$ cat src/rtl/imem_prog_loader_pkg.sv
// Shared definitions for the instruction-memory program loader: FSM state
// encoding and the instruction word size.
package imem_prog_loader_pkg;

  typedef enum logic [2:0] {
    LD_IDLE  = 3'd0,
    LD_LOAD  = 3'd1,
    LD_CHECK = 3'd2,
    LD_RUN   = 3'd3,
    LD_ERROR = 3'd4
  } ld_state_e;

  localparam logic [31:0] WORD_BYTES = 32'd4;

endpackage

$ cat src/rtl/imem_write_stage.sv
// Registered instruction-memory write port: turns an accepted program beat into
// a one-cycle im_we pulse and holds address/data between writes.
module imem_write_stage
  import imem_prog_loader_pkg::*;
#(
  parameter logic [31:0] BASE_ADDR = 32'h0000_0000,
  parameter int          IDX_W     = 8
) (
  input  logic             clk,
  input  logic             rst_n,
  input  logic             wr_en,
  input  logic [IDX_W:0]   wr_idx,
  input  logic [31:0]      wr_data,
  output logic             im_we,
  output logic [31:0]      im_waddr,
  output logic [31:0]      im_wdata
);

  logic [31:0] wr_addr;

  // Byte address wraps modulo 2^32 by the natural 32-bit width.
  assign wr_addr = BASE_ADDR + (32'(wr_idx) * WORD_BYTES);

  always_ff @(posedge clk or negedge rst_n) begin
    if (!rst_n) begin
      im_we    <= 1'b0;
      im_waddr <= 32'd0;
      im_wdata <= 32'd0;
    end else begin
      im_we <= wr_en;
      if (wr_en) begin
        im_waddr <= wr_addr;
        im_wdata <= wr_data;
      end
    end
  end

endmodule

$ cat src/rtl/imem_prog_loader.sv
// Program loader: streams an image into instruction memory with the core held,
// checks the XOR checksum trailer, then releases the core via core_run.
module imem_prog_loader
  import imem_prog_loader_pkg::*;
#(
  parameter int          DEPTH_WORDS = 256,
  parameter logic [31:0] BASE_ADDR   = 32'h0000_0000,
  parameter int          IDX_W       = 8
) (
  input  logic             clk,
  input  logic             rst_n,
  input  logic             load_start,
  input  logic             in_valid,
  input  logic [31:0]      in_data,
  input  logic             in_last,
  output logic             in_ready,
  output logic             im_we,
  output logic [31:0]      im_waddr,
  output logic [31:0]      im_wdata,
  output logic             core_run,
  output logic             load_done,
  output logic             load_err,
  output logic [IDX_W:0]   word_count
);

  localparam logic [IDX_W:0] LAST_IDX = (IDX_W+1)'(DEPTH_WORDS - 1);

  ld_state_e       state, state_nxt;
  logic [IDX_W:0]  idx;
  logic [31:0]     csum;
  logic            accept;
  logic            load_accept;
  logic            restart;

  assign in_ready    = (state == LD_LOAD) || (state == LD_CHECK);
  assign accept      = in_valid && in_ready;
  assign load_accept = accept && (state == LD_LOAD);
  assign restart     = (state_nxt == LD_LOAD) && (state != LD_LOAD);
  assign word_count  = idx;

  always_ff @(posedge clk or negedge rst_n) begin
    if (!rst_n) state <= LD_IDLE;
    else        state <= state_nxt;
  end

  // load_start is only honoured outside LOAD/CHECK; in_last wins over overflow.
  always_comb begin
    state_nxt = state;
    case (state)
      LD_IDLE:  if (load_start) state_nxt = LD_LOAD;
      LD_LOAD: begin
        if (accept) begin
          if (in_last)              state_nxt = LD_CHECK;
          else if (idx == LAST_IDX) state_nxt = LD_ERROR;
        end
      end
      LD_CHECK: if (accept) state_nxt = (in_data == csum) ? LD_RUN : LD_ERROR;
      LD_RUN,
      LD_ERROR: if (load_start) state_nxt = LD_LOAD;
      default:  state_nxt = LD_IDLE;
    endcase
  end

  always_ff @(posedge clk or negedge rst_n) begin
    if (!rst_n) begin
      idx       <= '0;
      csum      <= 32'd0;
      core_run  <= 1'b0;
      load_done <= 1'b0;
      load_err  <= 1'b0;
    end else begin
      core_run  <= (state_nxt == LD_RUN);
      load_done <= (state_nxt == LD_RUN);
      load_err  <= (state_nxt == LD_ERROR);
      if ((state == LD_IDLE) || restart) begin
        idx  <= '0;
        csum <= 32'd0;
      end else if (load_accept) begin
        idx  <= idx + 1'b1;
        csum <= csum ^ in_data;
      end
    end
  end

  imem_write_stage #(
    .BASE_ADDR (BASE_ADDR),
    .IDX_W     (IDX_W)
  ) u_write_stage (
    .clk      (clk),
    .rst_n    (rst_n),
    .wr_en    (load_accept),
    .wr_idx   (idx),
    .wr_data  (in_data),
    .im_we    (im_we),
    .im_waddr (im_waddr),
    .im_wdata (im_wdata)
  );

endmodule

$ cat config.mk
export PLATFORM = sky130hd
export DESIGN_NAME = imem_prog_loader
export DESIGN_NICKNAME = d
export VERILOG_FILES = /design/src/rtl/imem_prog_loader_pkg.sv /design/src/rtl/imem_write_stage.sv /design/src/rtl/imem_prog_loader.sv
export SDC_FILE = /design/constraint.sdc
export NUM_CORES = 1
export LEC_CHECK = 0
export ABC_AREA = 1
export BUFFER_PORTS_ARGS = -buffer_cell sky130_fd_sc_hd__clkbuf_2
export CORE_MARGIN = 2
export CORE_UTILIZATION = 58
export CTS_CLUSTER_SIZE = 24
export DETAILED_ROUTE_END_ITERATION = 10
export HOLD_SLACK_MARGIN = 0.1
export PLACE_DENSITY = 0.86
export SLEW_MARGIN = 20
export SYNTH_ARGS = -nofsm -noshare
export SYNTH_HDL_FRONTEND = slang
export SYNTH_HIERARCHICAL = 1
export SYNTH_SLANG_ARGS = --single-unit
$ cat constraint.sdc
create_clock -name clk -period 3.4 [get_ports clk]
set_input_delay 0.34 -clock clk [delete_from_list [all_inputs] [get_ports clk]]
set_output_delay 0.34 -clock clk [all_outputs]
set_load 0.01 [all_outputs]
After elaboration in Yosys (flattened, before gate mapping). Index checks and enable logic that the tools add are counted. W data, S select, Z words.

Add/subtract/negate cells: 1. $mul: 0. Divide/modulo/power cells: 0. Order comparisons: 0. Eq/ne operators: 10. Shift-type cells: 0. Multiplexer cells: 11. Bitwise gates (word level): 1. Reductions and logical operators: 8.

Operator list (count): $mux W32 (2); $eq A32 B32 Y1 (1); $xor A32 B32 Y32 (1); $mux W3 (6); $mux W9 (2); $add A9 B1 Y9 const B (1); $eq A3 B2 Y1 const B (3); $eq A9 B8 Y1 const B (1); $pmux W3 S3 (1); $eq A3 B1 Y1 const B (2); $eq A3 B3 Y1 const B (2); $logic_and A1 B1 Y1 (3); $logic_not A3 Y1 (1); $ne A3 B1 Y1 const B (1); $reduce_or A3 Y1 (1); $logic_or A1 B1 Y1 (2); $reduce_bool A2 Y1 (1).

Bits in registers: 88. Bits in latches: 0. Bits in writable memories: 0. Memory bits (read-only): 0. Input port bits: 37. Output and inout bits: 78. Memories: 0.

Depth between registers and ports, before layout. Gate-level depths: netlist of run 1.

Depth in word-level cells: 9. Mapped depth: 14. Gate-level depth less buffers: 13.

Cells and area by module. The synthesis of run 1 kept the hierarchy.

Modules (own cells, without submodules): imem_prog_loader (instances 1, cells an instance 390, area each 2757.6 µm²); imem_write_stage (instances 1, cells an instance 199, area each 1819.2 µm²).

Worst setup path before layout of run 1. No wires, ideal clock.

Path type: flip-flop to flip-flop. Start: reg idx[0], in the netlist word_count[0]. End: reg csum[13]. Library setup time: 71 ps. Data arrival time: 1848 ps. Data required time: 3329 ps. Setup slack: 1481 ps. Stages on the path, launching flop included: 14. Path buffers: 1. Period minus slack after synthesis: 1919 ps. Cells stage by stage: dfrtp_1 > ha_1 > nand3_1 > nor2_1 > ha_1 > inv_1 > nand2_1 > a21oi_1 > a211oi_1 > nand2_2 > nand4_2 > nand2_4 > buf_6 > nor2_1.

Word-level cells in the longest chain between the ends: 9.

RTL lines: from (decl) (RTL line imem_prog_loader.sv:29) `logic [IDX_W:0] idx;`; from (signal assigned) (RTL line imem_prog_loader.sv:79) `idx <= idx + 1'b1;`; $eq A9 B8 Y1 (*) (RTL line imem_prog_loader.sv:54) `else if (idx == LAST_IDX) state_nxt = LD_ERROR;`; $mux W3 (*) (RTL line imem_prog_loader.sv:54); $mux W3 (*) (RTL line imem_prog_loader.sv:53) `if (in_last) state_nxt = LD_CHECK;`; $mux W3 (*) (RTL line imem_prog_loader.sv:52) `if (accept) begin`; $pmux W3 S3 (*) (RTL line imem_prog_loader.sv:49) `case (state)`; named net state_nxt[0] (RTL line imem_prog_loader.sv:28) `ld_state_e state, state_nxt;`; $eq A3 B1 Y1 (*) (RTL line imem_prog_loader.sv:38) `assign restart = (state_nxt == LD_LOAD) && (state != LD_LOAD);`; $logic_and A1 B1 Y1 (*) (RTL line imem_prog_loader.sv:38); $logic_or A1 B1 Y1 (*) (RTL line imem_prog_loader.sv:75) `if ((state == LD_IDLE) || restart) begin`; $mux W32 or $reduce_bool A2 Y1 (tied branches); to (signal assigned) (RTL line imem_prog_loader.sv:80) `csum <= csum ^ in_data;`; to (decl) (RTL line imem_prog_loader.sv:30) `logic [31:0] csum;`.

The timed path passes the listed nets; every way through them passes the cells marked *. A chain may end at the register's enable or synchronous reset.

Final worst setup path of run 1.
Start: reg idx[0], in the netlist word_count[0]. End: reg csum[31].

The elaborated chain is that of the path after synthesis.

==> results of run 1 <==
==> flip-flops by register name, summed over array words and instances (netlist names) <==
signal                  cells
u_write_stage/im_waddr      9
csum                       32
u_write_stage/im_wdata     32
load_err                    1
word_count                  9
load_done                   1
u_write_stage/im_we         1
state                       3
==> cells in the final DEF, fill, tap and decap left out, drive strengths merged, types with 2 or more instances in the layout <==
cell and instances:
clkbuf 101, o21ai 33, nor2 57, o211ai 2, inv 62, nand2 268
conb 23, nand3 5, clkinvlp 2, nand4 6, ha 2, clkinv 2
xor2 6, dfrtp 88, xnor2 8, buf 3
==> area by class of cell <==
type                       count  area, µm²  share of cell area
multi-input combinational    416       1870               0.364
tap                          102        128              0.0249
sequential                    88       2200               0.430
timing repair buffer          93        477              0.0931
inverter                      62        240              0.0469
clock inverter                 5       55.1              0.0108
clock buffer                  11        151              0.0296
==> power groups by stage <==
stage	clock network (mW)	registers (mW)	logic [mW]
floorplan	0	1.79	1.37
CTS	0.756	1.72	1.81
global route	0.800	1.77	2.04
global placement	0	1.71	1.72
finish	0.736	1.72	1.79
detailed placement	0	1.74	1.80
==> worst max-delay path, delay by kind of cell, from the launching register on <==
kind / cells / cell delay (ns)
compound gates: 2 / 0.29
buf+inv: 1 / 0.05
flops: 1 / 0.45
simple gates: 7 / 1.01
fa+ha+maj: 2 / 0.42
==> cell families (layout without fill, tap and decap cells) <==
family,count (synthesis),in the layout,synth area share
simple gates,338,338,0.309
xor+xnor,14,14,0.0268
fa+ha+maj,2,2,0.00547
other cells,1,23,0.000819
buf+inv,107,171,0.131
mux,1,1,0.00219
flops,88,88,0.481
compound gates,38,38,0.0440
==> worst max path at each step <==
stage,start,endpoint,slack (ns),cells past startpoint
2_1_floorplan,word_count[0]$_DFFE_PN0P_,csum[13]$_DFFE_PN0P_,1.48,13
3_3_place_gp,word_count[0]$_DFFE_PN0P_,csum[23]$_DFFE_PN0P_,1.22,12
3_5_place_dp,word_count[0]$_DFFE_PN0P_,csum[31]$_DFFE_PN0P_,1.08,12
4_1_cts,word_count[0]$_DFFE_PN0P_,csum[31]$_DFFE_PN0P_,1.06,12
5_1_grt,word_count[1]$_DFFE_PN0P_,csum[31]$_DFFE_PN0P_,0.73,12
6_report,word_count[0]$_DFFE_PN0P_,csum[31]$_DFFE_PN0P_,1.08,12
==> routing by layer <==
metal  wire [µm]  vias up
met5           0        -
met4         165        0
met3         392       16
met2        4400       99
met1        3930     1699
li1            -     1885
==> cells in the mapped netlist, types with 2 or more instances <==
master,n
o21ai_0,33
nand3_1,4
nand4_1,5
xnor2_1,8
o211ai_1,2
nor2_1,29
nand2_1,255
buf_4,28
dfrtp_1,88
clkbuf_1,2
ha_1,2
buf_6,9
xor2_1,6
nand2_2,12
buf_2,5
nor2_2,28
inv_1,61
==> metrics by stage <==
| stage | util | cell area (µm²) | hold slack, ns |
|---|---|---|---|
| after detailed placement | 0.639 | 4910 | 0.458 |
| after global placement | 0.639 | 4910 | 0.452 |
| after global routing | 0.666 | 5120 | 0.113 |
| after CTS | 0.665 | 5110 | 0.205 |
| after floorplan | - | 4660 | 0.0444 |
| final | 0.666 | 5120 | 0.0497 |
==> results.py, run 1 <==
metrics = {
    "power": {
        "p_leak_nw": 2.81,
        "switchingPower_mw": 1.80,
        "p_sw_frac": 0.424,
        "design_power_total_mw": 4.25,
        "power_frac_seq": 0.405,
        "p_int_mw": 2.45,
        "ir_worst_vdd_mv": 0.491,
        "clock_power_share": 0.173,
        "combinationalPowerShare": 0.422,
        "power.density_nw_per_um2": 831,
    },
    "timing": {
        "finalSetupViolCount": 0,
        "finalClockSkew_ns": 0.0126,
        "max_clock_freq_mhz": 431,
        "period_needed_ns": 2.32,
        "fin_crit_sh": 0.683,
        "drv_slew": 0,
        "postLayoutSetupSlackWorst_ns": 1.08,
        "hold_violations": 0,
        "setup_tns_ns": 0,
        "rsz0062_at_grt": "false",
        "relSlewSlack": 0.492,
        "worstMarginPinSlew_ns": 0.761,
    },
    "logic_synthesis": {
        "ys.warnings.count": 6,
        "synth_edf_count": 0,
        "async_flop_share": 1.00,
        "synth.distinct_cells": 29,
        "ys.flop_type": "dfrtp_1",
        "ys_top_cells_by_area": "dfrtp_1 (48%), nand2_1 (21%), inv_1 (5.0%), buf_4 (4.6%), nor2_2 (3.8%)",
        "netlist.area_leader.share": 0.481,
        "netlist_instances": 589,
        "syn_area_um2": 4580,
        "ys_seq_elements": 88,
        "yosysSeqAreaShare": 0.481,
        "synth_top_area_cell": "dfrtp_1",
        "syn_avg_cell_area_um2": 7.77,
    },
    "worst_setup_path": {
        "cp_slowest_cell": "dfrtp_1",
        "r2r-start": "word_count[0]$_DFFE_PN0P_",
        "r2r_cells": 12,
        "crit_fanout": 41,
        "worstReg2RegEnd": "csum[31]$_DFFE_PN0P_",
        "critPathRequiredTime_ns": 3.67,
        "end_kind": "flop",
        "path_cells": "ha_1 -> nand3_1 -> nor2_1 -> ha_1 -> inv_1 -> nand2_1 -> a21oi_1 -> a211oi_1 -> nand2_2 -> nand4_2 -> nand2_4 -> nor2_1",
        "slowest_delay_ns": 0.45,
        "worst-setup-path-type": "flop to flop",
        "cp.arrival_ns": 2.59,
        "critPathLaunchType": "flop",
        "reg2reg_setup_slack_ns": 1.08,
    },
    "global_route": {
        "grt_max_degree": 89,
        "overflow": 0,
        "grt_pass1_wl_um": 15200,
        "use_met2": 0.380,
        "grt_pass1_vias": 3535,
        "antenna_found_initial": 0,
        "grtUsageMet3": 0.0301,
        "use_met1": 0.273,
        "busiest_layer": "met2",
        "grt_use_total": 0.219,
    },
    "clocking": {
        "clockBufferDepth": 2,
        "cts.sinks": 88,
        "htree_levels": 3,
        "cts_tree": "built",
        "cts.hold.buffers_added": 0,
        "cts_resized": 0,
        "numCtsBuffers": 9,
        "cts.clk_slew.worst_paths_ns": 0.08,
        "clkLatencyLatePin_ns": 0.35,
        "cts-root-buf": "clkbuf_8",
        "post_cts_buffers": 0,
    },
    "die": {
        "coreArea_um2": 7690,
        "ioPinCount": 115,
        "die-area_um2": 8620,
        "dieHeight_um": 92.8,
        "initial_core_util": 0.595,
        "die_w_um": 92.8,
        "rows": 32,
    },
    "drt": {
        "vias": 3699,
        "via_per_inst": 4.76,
        "drt_iter0_drc": 145,
        "dr.pass1.iters": 5,
        "drc_errors": 0,
        "ant_nets": 0,
        "drt-total-wl_um": 8900,
        "post_drt_wl_per_cell_um": 11.4,
    },
    "cells_and_area": {
        "fill_cells": 628,
        "nets": 709,
        "drive_gt1_frac": 0.228,
        "stdcell_count": 777,
        "num_antenna_cells": 0,
        "syn2layout_area_growth_pct": 11.8,
    },
    "place": {
        "gp_congestion": 0.900,
        "dp_hpwl_um": 6180,
        "dp_cells": 761,
        "port_buffers": 91,
        "post-place-ws_ns": 1.08,
    },
    "hold_path": {
        "hold_class": "primary input to async pin",
    },
    "flow_run": {
        "maxCapViolations": 0,
    },
    "status": {
        "status": "finished, final reports clean",
    },
}
Note: power is estimated with default switching activity, not from simulation.
==> run 2, diff against run 1 <==
--- a/config.mk
+++ b/config.mk
@@ -8,11 +8,11 @@
 export ABC_AREA = 1
 export BUFFER_PORTS_ARGS = -buffer_cell sky130_fd_sc_hd__clkbuf_2
 export CORE_MARGIN = 2
-export CORE_UTILIZATION = 58
+export CORE_UTILIZATION = 48
 export CTS_CLUSTER_SIZE = 24
 export DETAILED_ROUTE_END_ITERATION = 10
 export HOLD_SLACK_MARGIN = 0.1
-export PLACE_DENSITY = 0.86
+export PLACE_DENSITY = 0.76
 export SLEW_MARGIN = 20
 export SYNTH_ARGS = -nofsm -noshare
 export SYNTH_HDL_FRONTEND = slang
==> constraint.sdc (replaced) <==
create_clock -name clk -period 2 [get_ports clk]
set_input_delay 0.2 -clock clk [delete_from_list [all_inputs] [get_ports clk]]
set_output_delay 0.2 -clock clk [all_outputs]
set_load 0.01 [all_outputs]
==> results.py, run 2 (synthesis gave the netlist of run 1 again) <==
metrics = {
    "drt": {
        "post_drt_wl_per_cell_um": 12.1,
        "dr.pass1.iters": 4,
        "ant_nets": 0,
        "vias": 3895,
        "drt-total-wl_um": 10300,
        "drc_errors": 0,
        "via_per_inst": 4.58,
        "drt_iter0_drc": 154,
    },
    "worst_setup_path": {
        "critPathTopFamily": "simple AND/OR/NAND/NOR gates",
        "path_cells": "ha_2 -> nand3_2 -> nor2_2 -> ha_2 -> inv_2 -> nand2_2 -> a21oi_2 -> a211oi_2 -> nand2_2 -> nand4_4 -> nand2_8 -> clkbuf_16 -> nor2_4",
        "worstReg2RegEnd": "csum[17]$_DFFE_PN0P_",
        "slowest_delay_ns": 0.37,
        "reg2reg_setup_slack_ns": -0.003,
        "cp_slowest_cell": "dfrtp_1",
        "worst-setup-path-type": "flop to flop",
        "critPathRequiredTime_ns": 2.29,
        "r2r-start": "word_count[1]$_DFFE_PN0P_",
        "cp.buffers_inverters": 2,
        "critPathLaunchType": "flop",
        "end_kind": "flop",
        "crit_fanout": 6,
        "r2r_cells": 13,
        "cp.arrival_ns": 2.29,
    },
    "global_route": {
        "use_met2": 0.366,
        "grtUsageMet3": 0.0331,
        "antenna_found_initial": 0,
        "grt_pass1_wl_um": 16400,
        "busiest_layer": "met2",
        "grt_max_degree": 57,
        "grt_use_total": 0.200,
        "overflow": 0,
        "use_met1": 0.230,
        "grt_pass1_vias": 3756,
    },
    "clocking": {
        "clkLatencyLatePin_ns": 0.35,
        "cts-root-buf": "clkbuf_8",
        "clockBufferDepth": 2,
        "cts.sinks": 88,
        "numCtsBuffers": 9,
        "cts_tree": "built",
        "htree_levels": 3,
        "cts.clk_slew.worst_paths_ns": 0.09,
    },
    "timing": {
        "finalClockSkew_ns": 0.00803,
        "period_needed_ns": 2.00,
        "relSlewSlack": 0.613,
        "fin_crit_sh": 1.00,
        "hold_violations": 0,
        "rsz0062_at_grt": "true",
        "worstMarginPinSlew_ns": 0.580,
        "finalSetupViolCount": 1,
        "drv_slew": 0,
        "postLayoutSetupSlackWorst_ns": -0.00322,
        "max_clock_freq_mhz": 499,
    },
    "cells_and_area": {
        "drive_gt1_frac": 0.271,
        "final_area_um2": 5900,
        "num_antenna_cells": 0,
        "final_cell_mix": "nand2_1 (254), clkbuf_2 (88), dfrtp_1 (86)",
        "reg.largest.list": "csum (32), u_write_stage/im_wdata (32)",
        "layout_commonest_cell": "nand2_1",
        "nets": 756,
        "fill_cells": 780,
        "syn2layout_area_growth_pct": 28.8,
    },
    "status": {
        "violations": "setup timing",
        "status": "finished with violations",
    },
    "power": {
        "power.density_nw_per_um2": 1440,
        "design_power_total_mw": 8.47,
        "ir_worst_vdd_mv": 0.728,
        "p_leak_nw": 3.08,
    },
    "place": {
        "post-place-ws_ns": 0.00433,
        "port_buffers": 91,
        "gp_congestion": 0.869,
        "dp_hpwl_um": 6590,
        "place_area_um2": 5090,
    },
    "hold_path": {
        "hold_class": "primary input to flop",
        "min_to": "u_write_stage/im_wdata[17]$_DFFE_PN0P_",
        "hold_depth": 3,
        "hp-start": "in_data[17]",
    },
    "die": {
        "rows": 35,
        "initial_core_util": 0.495,
        "die_w_um": 102,
        "die-area_um2": 10300,
        "coreArea_um2": 9240,
        "dieHeight_um": 102,
        "ioPinCount": 115,
    },
    "flow_run": {
        "maxCapViolations": 0,
    },
}
## run 2: cell count changes in the layout (fill, tap and decap cells not counted), sizes merged
| cell | delta |
|---|---|
| dlygate4sd3 | +31 |
| buf | +16 |
| clkinvlp | -1 |
| clkinv | +1 |
## run 2: routing by layer
metal | routed length (µm) | up-vias
li1 | - | 1976
met1 | 4290 | 1803
met2 | 5380 | 99
met3 | 426 | 17
met4 | 206 | 0
met5 | 0 | -
## run 2: through the flow
stage	setup TNS, ns	utilization	std cells	hold slack, ns
5_1_grt	-3.75	0.638	851	0.130
3_5_place_dp	0	0.551	799	0.244
4_1_cts	-0.00404	0.610	847	0.103
2_1_floorplan	0	-	611	-0.0956
3_3_place_gp	0	0.551	799	0.235
6_report	-0.00322	0.638	851	0.105
## run 2: worst max-delay path by stage
stage	endpoint	depth (start not counted)	slack, ns	startpoint
global route	csum[5]$_DFFE_PN0P_	15	-0.11	in_data[1]
global placement	csum[18]$_DFFE_PN0P_	13	0.10	word_count[0]$_DFFE_PN0P_
finish	csum[17]$_DFFE_PN0P_	13	-0.003	word_count[1]$_DFFE_PN0P_
floorplan	csum[13]$_DFFE_PN0P_	13	0.08	word_count[0]$_DFFE_PN0P_
CTS	csum[20]$_DFFE_PN0P_	13	-0.003	word_count[0]$_DFFE_PN0P_
detailed placement	csum[20]$_DFFE_PN0P_	13	0.004	word_count[0]$_DFFE_PN0P_
## run 2: what timing repair did
item,4_1_cts,5_1_grt
hold buffers,31,0
endpoints found under the hold margin,70,0
cloned,1,2
resized for setup,4,49
setup endpoints to repair,30,41
pin swaps,1,14
buffers inserted,0,3
## run 2: worst register-to-register path, stage by stage (launching register included)
cell and delay, ns:
dfrtp_1 0.37, ha_2 0.19, nand3_2 0.06, nor2_2 0.11
ha_2 0.21, inv_2 0.04, nand2_2 0.06, a21oi_2 0.07
a211oi_2 0.23, nand2_2 0.11, nand4_4 0.11, nand2_8 0.10
clkbuf_16 0.19, nor2_4 0.10
## run 2: area by class of cell
type	count	area [µm²]	area share
tap	129	161	0.0274
clock inverter	5	56.3	0.00955
multi-input combinational	416	2070	0.351
inverter	62	240	0.0407
clock buffer	11	141	0.0240
timing repair buffer	140	1020	0.174
sequential	88	2200	0.374
## run 2: power breakdown
part / switching, mW / internal (mW) / total (mW)
Sequential: 0.453 / 2.48 / 2.93
Clock: 0.637 / 0.611 / 1.25
Combinational: 2.56 / 1.73 / 4.29
Total: 3.65 / 4.82 / 8.47
==> run 3, diff against run 2 <==
--- a/config.mk
+++ b/config.mk
@@ -7,12 +7,13 @@
 export LEC_CHECK = 0
 export ABC_AREA = 1
 export BUFFER_PORTS_ARGS = -buffer_cell sky130_fd_sc_hd__clkbuf_2
-export CORE_MARGIN = 2
 export CORE_UTILIZATION = 48
 export CTS_CLUSTER_SIZE = 24
 export DETAILED_ROUTE_END_ITERATION = 10
+export GPL_TIMING_DRIVEN = 0
 export HOLD_SLACK_MARGIN = 0.1
 export PLACE_DENSITY = 0.76
+export SETUP_SLACK_MARGIN = 0.1
 export SLEW_MARGIN = 20
 export SYNTH_ARGS = -nofsm -noshare
 export SYNTH_HDL_FRONTEND = slang
==> results.py, run 3 (synthesis gave the netlist of run 1 again) <==
metrics = {
    "cells_and_area": {
        "nets": 801,
        "fill_cells": 749,
        "final_cell_mix": "nand2_1 (252), clkbuf_2 (85), dfrtp_1 (83)",
        "syn2layout_area_growth_pct": 38.1,
        "num_antenna_cells": 0,
        "post-route-util": 0.684,
        "layout_commonest_cell": "nand2_1",
        "reg.largest.list": "csum (32), u_write_stage/im_wdata (32)",
        "drive_gt1_frac": 0.326,
    },
    "flow_run": {
        "maxCapViolations": 0,
    },
    "place": {
        "gp_congestion": 0.960,
        "dp_hpwl_um": 7080,
        "port_buffers": 91,
        "post-place-ws_ns": -0.136,
    },
    "clocking": {
        "cts_tree": "built",
        "cts-root-buf": "clkbuf_8",
        "htree_levels": 3,
        "clockBufferDepth": 2,
        "cts.clk_slew.worst_paths_ns": 0.09,
        "numCtsBuffers": 9,
        "clkLatencyLatePin_ns": 0.35,
        "cts.sinks": 88,
    },
    "die": {
        "initial_core_util": 0.495,
        "coreArea_um2": 9240,
        "dieHeight_um": 99.7,
        "ioPinCount": 115,
        "die-area_um2": 9930,
        "die_w_um": 99.7,
        "rows": 35,
    },
    "worst_setup_path": {
        "worstReg2RegEnd": "csum[28]$_DFFE_PN0P_",
        "critPathLaunchType": "flop",
        "reg2reg_setup_slack_ns": 0.01,
        "r2r_cells": 14,
        "cp-startpoint": "word_count[1]$_DFFE_PN0P_",
        "cp.arrival_ns": 2.27,
        "end_kind": "flop",
        "crit_fanout": 5,
        "critPathRequiredTime_ns": 2.28,
        "r2r-start": "word_count[1]$_DFFE_PN0P_",
        "worst-setup-path-type": "flop to flop",
        "crit_end": "csum[28]$_DFFE_PN0P_",
    },
    "global_route": {
        "grt_use_total": 0.231,
        "overflow": 0,
        "antenna_found_initial": 0,
        "grt_pass1_wl_um": 18000,
        "grt_pass1_vias": 3950,
        "grt_max_degree": 89,
    },
    "drt": {
        "drc_errors": 0,
        "drt-total-wl_um": 11200,
        "post_drt_wl_per_cell_um": 12.5,
        "vias": 4117,
        "drt_iter0_drc": 184,
        "dr.pass1.iters": 4,
        "ant_nets": 0,
        "via_per_inst": 4.59,
    },
    "timing": {
        "finalClockSkew_ns": 0.00852,
        "worstMarginPinSlew_ns": 0.722,
        "period_needed_ns": 1.99,
        "rsz0062_at_grt": "true",
        "postLayoutSetupSlackWorst_ns": 0.0149,
        "max_clock_freq_mhz": 504,
        "finalSetupViolCount": 0,
        "hold_violations": 0,
        "fin_crit_sh": 0.993,
        "relSlewSlack": 0.519,
        "drv_slew": 0,
    },
    "hold_path": {
        "hold_depth": 3,
        "hold_class": "primary input to flop",
    },
    "power": {
        "p_leak_nw": 3.37,
        "ir_worst_vdd_mv": 0.622,
        "power.density_nw_per_um2": 1460,
    },
    "status": {
        "status": "finished, final reports clean",
    },
}
run 3: report_power, final:
part	leakage, nW	total [mW]	switching, mW	internal, mW
registers	1.15	2.93	0.454	2.48
logic	2.11	4.94	2.74	2.21
clock network	0.106	1.36	0.624	0.737
total	3.37	9.24	3.81	5.42
run 3: worst max-delay path, stage by stage, from the launching register on:
cell      delay (ns)
dfrtp_2         0.40
ha_4            0.14
nand3_2         0.08
nor2_2          0.10
ha_2            0.19
inv_1           0.04
nand2_1         0.07
a21oi_2         0.06
a211oi_2        0.18
nand2_2         0.12
nand4_4         0.10
nand2_4         0.08
buf_6           0.14
buf_12          0.14
nor2_4          0.09
run 3: cell type report:
class	instances	area, µm²	area share
Clock buffer	11	141	0.0224
Sequential cell	88	2210	0.349
Buffer	45	397	0.0628
Timing Repair Buffer	140	1000	0.158
Multi-Input combinational cell	416	2090	0.331
Inverter	62	240	0.0380
Clock inverter	5	80.1	0.0127
Tap cell	129	161	0.0255
run 3: how the worst min path moves through the flow:
stage / start / endpoint
after floorplan: rst_n / csum[0]$_DFFE_PN0P_
after global placement: in_data[31] / u_write_stage/im_wdata[31]$_DFFE_PN0P_
after detailed placement: rst_n / u_write_stage/im_wdata[27]$_DFFE_PN0P_
after CTS: in_data[12] / u_write_stage/im_wdata[12]$_DFFE_PN0P_
after global routing: in_data[12] / u_write_stage/im_wdata[12]$_DFFE_PN0P_
final: in_data[31] / u_write_stage/im_wdata[31]$_DFFE_PN0P_
run 3: stage by stage:
stage          hold WS, ns  TNS [ns]  power (mW)  area, µm²  cells
6_report             0.113         0        9.24       6320    896
5_1_grt              0.108     -1.31        9.87       6320    896
4_1_cts              0.101         0        8.86       6130    889
3_5_place_dp         0.315     -4.77        6.41       5290    831
3_3_place_gp         0.435    -25.41        6.25       5280    831
2_1_floorplan      -0.0956         0        5.37       4660    611
run 3: routing by layer:
layer	track usage	vias up	routed length, µm
met5	0	-	0
met4	0.103	0	181
met3	0.0337	16	364
met2	0.402	103	5830
met1	0.285	1928	4830
li1	-	2070	-
run 3: timing repair:
action,in CTS,in global routing
setup buffers,11,7
hold endpoints to repair,115,0
resized for setup,43,49
gates cloned,3,0
setup endpoints to repair,82,81
pin swaps,8,26
hold buffers,28,0
